==> src/rtl/serial_pkg.sv <==
// Shared types and line levels for the serial transmitter slice.
package serial_pkg;

    typedef enum logic [2:0] {
        TX_IDLE,
        TX_START,
        TX_DATA,
        TX_PARITY,
        TX_STOP
    } tx_state_e;

    localparam logic LINE_IDLE = 1'b1;
    localparam logic START_LVL = 1'b0;
    localparam logic STOP_LVL  = 1'b1;

    // Counter width for a 0..n-1 range, never narrower than one bit.
    function automatic int unsigned cnt_width(input int unsigned n);
        return (n > 1) ? $clog2(n) : 1;
    endfunction

endpackage

==> src/rtl/bit_timer.sv <==
// Per-bit cycle counter: counts 0..CLKS_PER_BIT-1 and flags the last cycle of a bit.
module bit_timer
    import serial_pkg::*;
#(
    parameter int unsigned CLKS_PER_BIT = 4
) (
    input  logic clk,
    input  logic rst,
    input  logic clear,
    output logic bit_end,
    output logic bit_end_next
);

    localparam int unsigned   TW   = cnt_width(CLKS_PER_BIT);
    localparam logic [TW-1:0] LAST = TW'(CLKS_PER_BIT - 1);

    logic [TW-1:0] cnt_q;
    logic [TW-1:0] cnt_d;

    always_comb begin
        bit_end = (cnt_q == LAST);
        if (clear || bit_end) begin
            cnt_d = '0;
        end else begin
            cnt_d = cnt_q + TW'(1);
        end
        // Lets the owner register a last-cycle flag without a decode lag.
        bit_end_next = (cnt_d == LAST);
    end

    always_ff @(posedge clk or posedge rst) begin
        if (rst) begin
            cnt_q <= '0;
        end else begin
            cnt_q <= cnt_d;
        end
    end

endmodule

==> src/rtl/serial_bit_tx.sv <==
// Parallel-to-serial framer: start, data LSB-first, optional even parity, stop bits.
module serial_bit_tx
    import serial_pkg::*;
#(
    parameter int unsigned DATA_W       = 8,
    parameter int unsigned CLKS_PER_BIT = 4,
    parameter int unsigned PARITY_EN    = 1,
    parameter int unsigned STOP_BITS    = 1
) (
    input  logic              clk,
    input  logic              rst,
    input  logic [DATA_W-1:0] tx_data,
    input  logic              tx_valid,
    output logic              tx_ready,
    output logic              line_out,
    output logic              busy,
    output logic              done
);

    localparam int unsigned   IW        = cnt_width(DATA_W);
    localparam logic [IW-1:0] LAST_IDX  = IW'(DATA_W - 1);
    localparam logic          LAST_STOP = (STOP_BITS == 2);

    tx_state_e         state_q, state_d;
    logic [DATA_W-1:0] shreg_q, shreg_d;
    logic              parity_q, parity_d;
    logic [IW-1:0]     bit_idx_q, bit_idx_d;
    logic              stop_idx_q, stop_idx_d;
    logic              line_q, line_d;
    logic              busy_q, busy_d;
    logic              done_q, done_d;
    logic              ready_q, ready_d;

    logic              timer_clear;
    logic              bit_end;
    logic              bit_end_next;

    assign timer_clear = (state_q == TX_IDLE);

    bit_timer #(
        .CLKS_PER_BIT(CLKS_PER_BIT)
    ) u_timer (
        .clk         (clk),
        .rst         (rst),
        .clear       (timer_clear),
        .bit_end     (bit_end),
        .bit_end_next(bit_end_next)
    );

    always_comb begin
        state_d    = state_q;
        shreg_d    = shreg_q;
        parity_d   = parity_q;
        bit_idx_d  = bit_idx_q;
        stop_idx_d = stop_idx_q;

        unique case (state_q)
            TX_IDLE: begin
                if (tx_valid) begin
                    state_d    = TX_START;
                    shreg_d    = tx_data;
                    parity_d   = ^tx_data;
                    bit_idx_d  = '0;
                    stop_idx_d = 1'b0;
                end
            end
            TX_START: begin
                if (bit_end) state_d = TX_DATA;
            end
            TX_DATA: begin
                if (bit_end) begin
                    shreg_d = shreg_q >> 1;
                    if (bit_idx_q == LAST_IDX) begin
                        state_d = (PARITY_EN != 0) ? TX_PARITY : TX_STOP;
                    end else begin
                        bit_idx_d = bit_idx_q + IW'(1);
                    end
                end
            end
            TX_PARITY: begin
                if (bit_end) state_d = TX_STOP;
            end
            TX_STOP: begin
                if (bit_end) begin
                    if (stop_idx_q == LAST_STOP) begin
                        state_d = TX_IDLE;
                    end else begin
                        stop_idx_d = 1'b1;
                    end
                end
            end
            default: state_d = TX_IDLE;
        endcase

        // Outputs are decoded from the next state so the flops line up with it.
        unique case (state_d)
            TX_START:  line_d = START_LVL;
            TX_DATA:   line_d = shreg_d[0];
            TX_PARITY: line_d = parity_d;
            TX_STOP:   line_d = STOP_LVL;
            default:   line_d = LINE_IDLE;
        endcase

        busy_d  = (state_d != TX_IDLE);
        ready_d = (state_d == TX_IDLE);
        done_d  = (state_d == TX_STOP) && (stop_idx_d == LAST_STOP) && bit_end_next;
    end

    always_ff @(posedge clk or posedge rst) begin
        if (rst) begin
            state_q    <= TX_IDLE;
            shreg_q    <= '0;
            parity_q   <= 1'b0;
            bit_idx_q  <= '0;
            stop_idx_q <= 1'b0;
            line_q     <= LINE_IDLE;
            busy_q     <= 1'b0;
            done_q     <= 1'b0;
            ready_q    <= 1'b1;
        end else begin
            state_q    <= state_d;
            shreg_q    <= shreg_d;
            parity_q   <= parity_d;
            bit_idx_q  <= bit_idx_d;
            stop_idx_q <= stop_idx_d;
            line_q     <= line_d;
            busy_q     <= busy_d;
            done_q     <= done_d;
            ready_q    <= ready_d;
        end
    end

    assign tx_ready = ready_q;
    assign line_out = line_q;
    assign busy     = busy_q;
    assign done     = done_q;

endmodule
==> config.mk <==
export PLATFORM = sky130hd
export DESIGN_NAME = serial_bit_tx
export DESIGN_NICKNAME = d
export VERILOG_FILES = /design/src/rtl/serial_pkg.sv /design/src/rtl/bit_timer.sv /design/src/rtl/serial_bit_tx.sv
export SDC_FILE = /design/constraint.sdc
export NUM_CORES = 1
export LEC_CHECK = 0
export ABC_AREA = 1
export ABC_CLOCK_PERIOD_IN_PS = 2430
export CELL_PAD_IN_SITES_DETAIL_PLACEMENT = 1
export CELL_PAD_IN_SITES_GLOBAL_PLACEMENT = 1
export CORE_UTILIZATION = 40
export CTS_BUF_LIST = sky130_fd_sc_hd__clkbuf_8 sky130_fd_sc_hd__clkbuf_16
export DETAILED_ROUTE_END_ITERATION = 8
export GPL_TIMING_DRIVEN = 0
export MAX_ROUTING_LAYER = met4
export PLACE_DENSITY_LB_ADDON = 0.1
export SLEW_MARGIN = 30
export SYNTH_ARGS = -nofsm -noshare
export SYNTH_HDL_FRONTEND = slang
export SYNTH_SLANG_ARGS = --single-unit
==> constraint.sdc <==
create_clock -name clk -period 2.43 [get_ports clk]
set_clock_uncertainty 0.15 [all_clocks]
set_input_delay 0.729 -clock clk [delete_from_list [all_inputs] [get_ports clk]]
set_output_delay 0.729 -clock clk [all_outputs]
set_load 0.01 [all_outputs]
After elaboration in Yosys (flattened, before gate mapping)
Index checks and enable logic that the tools add are counted.
- bits of input ports: 11
- word-level logic and storage cells: 61
- bits in registers: 22
- output and inout port bits: 4
- bitwise logic cells: 1
- add/sub/neg operators: 2
- reduce and logical (&&, ||, !) cells: 10
- multiplexer cells: 23
- equal/unequal tests: 14
- operator list (cell ; count):
    2-to-1 mux 3 bit ; 10
    2-to-1 mux 8 bit ; 2
    case mux 8 bit (2 select lines) ; 1
    case mux 3 bit (5 select lines) ; 1
    equality test 3 x 2 -> 1 bit (second input constant) ; 4
    equality test 3 bit (second input constant) ; 3
    XOR reduction 8 bit ; 1
    equality test 3 x 1 -> 1 bit (second input constant) ; 2
    logical NOT 3 bit ; 2
    != test 2 bit (second input constant) ; 3
    case mux 3 bit (2 select lines) ; 1
    2-to-1 mux 1 bit ; 5
    equality test 2 bit (second input constant) ; 2
    AND reduction 4 bit ; 1
    adder 3 x 1 -> 3 bit (second input constant) ; 1
    case mux 1 bit (3 select lines) ; 1
    AND reduction 3 bit ; 1
    nonzero test 3 bit ; 1
    adder 2 x 1 -> 2 bit (second input constant) ; 1
    logical AND 1 bit ; 2
    2-to-1 mux 2 bit ; 1
    case mux 1 bit (2 select lines) ; 1
    nonzero test 2 bit ; 1
    logical OR 1 bit ; 1
    inverter 1 bit ; 1

Depth between registers and ports, before layout
- word-level depth: 7
- depth in mapped cells: 11
- depth with buffers taken out: 10

By module
Synthesis repeated with hierarchy kept, for this count alone.
- cell total of the unflattened synthesis: 154
- area, all modules: 1229.9 um^2
- by module, submodules not included (module ; area an instance (um^2) ; sequential area each (um^2) ; cells each ; instances):
    serial_bit_tx ; 1141.1 ; 503.0 ; 145 ; 1
    bit_timer ; 88.8 ; 50.0 ; 9 ; 1

Worst setup path before layout
Ideal clock, no wire load.
- path type: input port to flip-flop
- from: input port tx_valid
- to: register line_q, in the netlist line_out
- setup time: 0.082 ns
- slack: 0.812 ns
- data required time: 2.198 ns
- path buffers: 0
- stages on the path: 8
- arrival: 1.385 ns
- path through: inv_1 nor2_8 inv_4 nand2_2 a21oi_2 nor2_1 nand2_1 nand3_1
- cells in the longest elaborated chain, start to end: 4
- elaborated cells on any way between the ends: 10
- classes of those cells: eq/ne (3); mux (7)
- RTL lines (item ; RTL line ; RTL):
    start, declared ; serial_bit_tx.sv:13 ; input logic tx_valid,
    2-to-1 mux 3 bit ; serial_bit_tx.sv:59 ; if (tx_valid) begin
    case mux 3 bit (5 select lines) ; serial_bit_tx.sv:57 ; unique case (state_q)
    equality test 3 x 2 -> 1 bit or equality test 3 x 1 -> 1 bit (tied branches) ; serial_bit_tx.sv:96 ; unique case (state_d)
    case mux 1 bit (3 select lines) (*) ; serial_bit_tx.sv:96 ;
    via line_d ; serial_bit_tx.sv:29 ; logic line_q, line_d;
    end signal, assigned ; serial_bit_tx.sv:126 ; line_q <= line_d;
    end, declared ; serial_bit_tx.sv:29 ;
Mark *: on every way through the listed nets, which the timed path passes. The rest lies on a longest branch. The select of a mux whose other input is x is not followed.
A chain may end at the register's enable or synchronous reset.

Final worst setup path
- from: register ready_q, in the netlist tx_ready
- to: output port tx_ready
- RTL lines (item ; RTL line ; RTL):
    start, declared ; serial_bit_tx.sv:32 ; logic ready_q, ready_d;
    start signal, assigned ; serial_bit_tx.sv:129 ; ready_q <= ready_d;
    end, declared ; serial_bit_tx.sv:14 ; output logic tx_ready,
No word-level cell between the ends.

==> metrics.txt <==
IO Count 15; part of the power in registers 46.7%; Post-Syn Area 0.00126 mm^2; worst-path maximum fanout 1; P_int 0.698 mW; Die Y 58.2 um; post-synthesis compound-gate area fraction 7.04%; Post-Synth XOR/XNOR Area 4.16%; Hold WC Path Type reg2reg; EDFF count, synth 0; Worst Path Buf+Inv 1; Resize count post-CTS 0; Gate power share 28.0%; worst slew pin tran 0.822 ns; starting density of the core 41.7%; setup_tns 0 ns; fin. max-slew vios 0; Sw Ratio 31.2%; HPWL after detailed placement 2040 um; clk sinks 22; cells after synthesis 162; Setup Fix Bufs, Post-CTS 0; area share of fa/ha/maj cells after synthesis 2.97%; worst r2r path cells 8; post-route ant nets 0; nets@finish 193; share of layout cells above drive strength 1 14.6%; Power, Total 1.01 mW; crit path from tx_ready; Tcrit/Tclk final 90.2%; unrepaired setup endpoints after global routing false; Slowest-stage cell, CP dfstp_2; vias per cell 4.66; I/O Buffers 12; Max Fclk 0.456 GHz; top-count cell post-synth nand2_1; cells taking the most area after synthesis dfrtp_1, nand2_1, inv_1, dfstp_2, nor2_1; min Tclk post-route 2.19 ns; worst skew pair latency 0.25 ns; ant diodes 0; post-synth top area share 39.6%; critical path capture point type primary output; Worst EP arrival 1.31 ns; Iter 0 DRT Violations 19; total wire length 2510 um; Post-synth top cells nand2_1, inv_1, dfrtp_1, nor2_1, nand3_1; Reg-to-Reg End bit_idx_q[1]; Crit Path Class reg2out; reg2reg setup slack 0.71 ns; P_leak 0.778 nW; Reg2Reg Launch Point u_timer.cnt_q[0]; CP startpoint kind flip-flop; Mapped Nets 176; Clk pwr share 25.3%; placed insts 218; first-pass GRT wire length 4630 um; Sw Pwr 0.317 mW; Post-Syn Area per Cell 7.79 um^2; largest net degree at the start of global routing 23; Routed WL per cell 11.3 um; Crit path largest cell delay 0.53 ns; via count 1,034; FF+latch count, synth 22; max-cap violations 0; Max VDD drop 182 uV; largest delay contributor family on the critical path flip-flops; power density over cell area 680 mW/mm^2; Core ar. 0.00303 mm^2; simple-gate share of the synthesized area 33.6%; ys async rst share 100%; die area 0.00338 mm^2; Post-route DRC 0; Seq/Total Area, Yosys 43.8%; CTS H-Tree Depth 1; Clock Path Buffers 2; fin cells 222; Die W 58.2 um; Worst Path Required 1.55 ns; outcome finished, final reports clean; largest family of logic cells by synthesized area simple AND/OR/NAND/NOR gates; post-synthesis mux area share 0%; placer congestion estimate 0.788; Syn. warnings 0; total global-route track usage 18.2%; layout overhead on the synthesized area 18.2%; router iterations before antenna repair 4; Critical Path Stages 1; final hold vios 0; vias in the first global route 1,107; relative slew slack 45.1%; largest area contributor in the netlist dfrtp_1; initial antenna violation count 0; hold_buf cts 0; critical path cell sequence clkdlybuf4s50_1; clk root buf clkbuf_8; number of placement rows 20; predominant post-synthesis flop cell dfrtp_1; crit path to tx_ready; CTS tree yes; Cell variety after synth 25; TritonCTS buffer count 3; grt ovf 0; final setup violating endpoints 0; Reg clk slew, reported paths 0.08 ns
-- cells by family (layout without fill, tap and decap cells) --
| kind of cell | after synthesis | after routing |
|---|---|---|
| AND/OR/NAND/NOR | 91 | 91 |
| buffers and inverters | 27 | 43 |
| flip-flops | 22 | 22 |
| AO/OA/AOI/OAI | 13 | 13 |
| XOR/XNOR | 6 | 6 |
| adder cells (fa/ha/maj) | 3 | 3 |
-- per-stage QoR --
step,instance area (um^2),hold WS (ns),utilization [%],setup WS [ns]
6_report,1490,0.329,49.3,0.239
5_1_grt,1490,0.372,49.3,0.203
4_1_cts,1490,0.330,49.3,0.216
3_5_place_dp,1440,0.320,47.5,0.174
3_3_place_gp,1440,0.309,47.5,0.225
2_1_floorplan,1260,0.295,-,0.812
-- placed cells by master, fill, tap and decap left out --
cell	count
o21ai_2	2
clkdlybuf4s50_1	12
nor4_2	1
o211ai_1	5
nand3_1	8
clkbuf_8	4
a21oi_2	1
nor2_1	13
nand2_4	1
nor2_2	1
inv_1	22
nor2_8	1
nand2_2	4
inv_4	1
nor2_4	2
nand2_1	58
ha_1	3
o21ai_0	2
o21ai_1	2
xnor2_1	4
nand3_2	2
inv_2	2
dfstp_2	2
a21oi_1	1
xor2_1	2
clkbuf_2	2
dfrtp_1	20
-- flip-flops by register name (all words and copies together) (netlist names), 2 cells and up --
name and cells:
bit_idx_q 3, shreg_q 8, state_q 3, u_timer.cnt_q 2
-- layer usage --
| metal | track usage (%) | share of wire [%] |
|---|---|---|
| met1 | 19.0 | 44 |
| met2 | 35.3 | 53 |
| met3 | 1.34 | 1.6 |
| met4 | 6.12 | 0.84 |
| met5 | - | 0 |
-- worst min-delay path by stage --
stage                           from          endpoint  slack, ns  cells past startpoint
finish              u_timer.cnt_q[0]              done       0.33                      1
global route        u_timer.cnt_q[0]              done       0.37                      1
CTS                 u_timer.cnt_q[0]  u_timer.cnt_q[0]       0.33                      1
detailed placement  u_timer.cnt_q[0]  u_timer.cnt_q[0]       0.32                      1
global placement    u_timer.cnt_q[0]  u_timer.cnt_q[0]       0.31                      1
floorplan                   parity_q          parity_q       0.29                      2
-- area by class of cell --
cell class              instances  area, um^2
plain buffers                   2        10.0
multi-input cells             113         603
clock buffers                   4        55.1
inverters                      25        96.3
flip-flops and latches         22         553
fillers                       393        1540
well taps                      44        55.1
repair buffers                 12         120
-- power groups by stage --
stage / combinational [mW] / sequential (mW) / clock (mW)
floorplan: 0.198 / 0.477 / 0
global placement: 0.279 / 0.475 / 0
detailed placement: 0.291 / 0.480 / 0
CTS: 0.291 / 0.474 / 0.267
global route: 0.329 / 0.482 / 0.278
finish: 0.284 / 0.473 / 0.257
(Power assumes the default switching activity.)
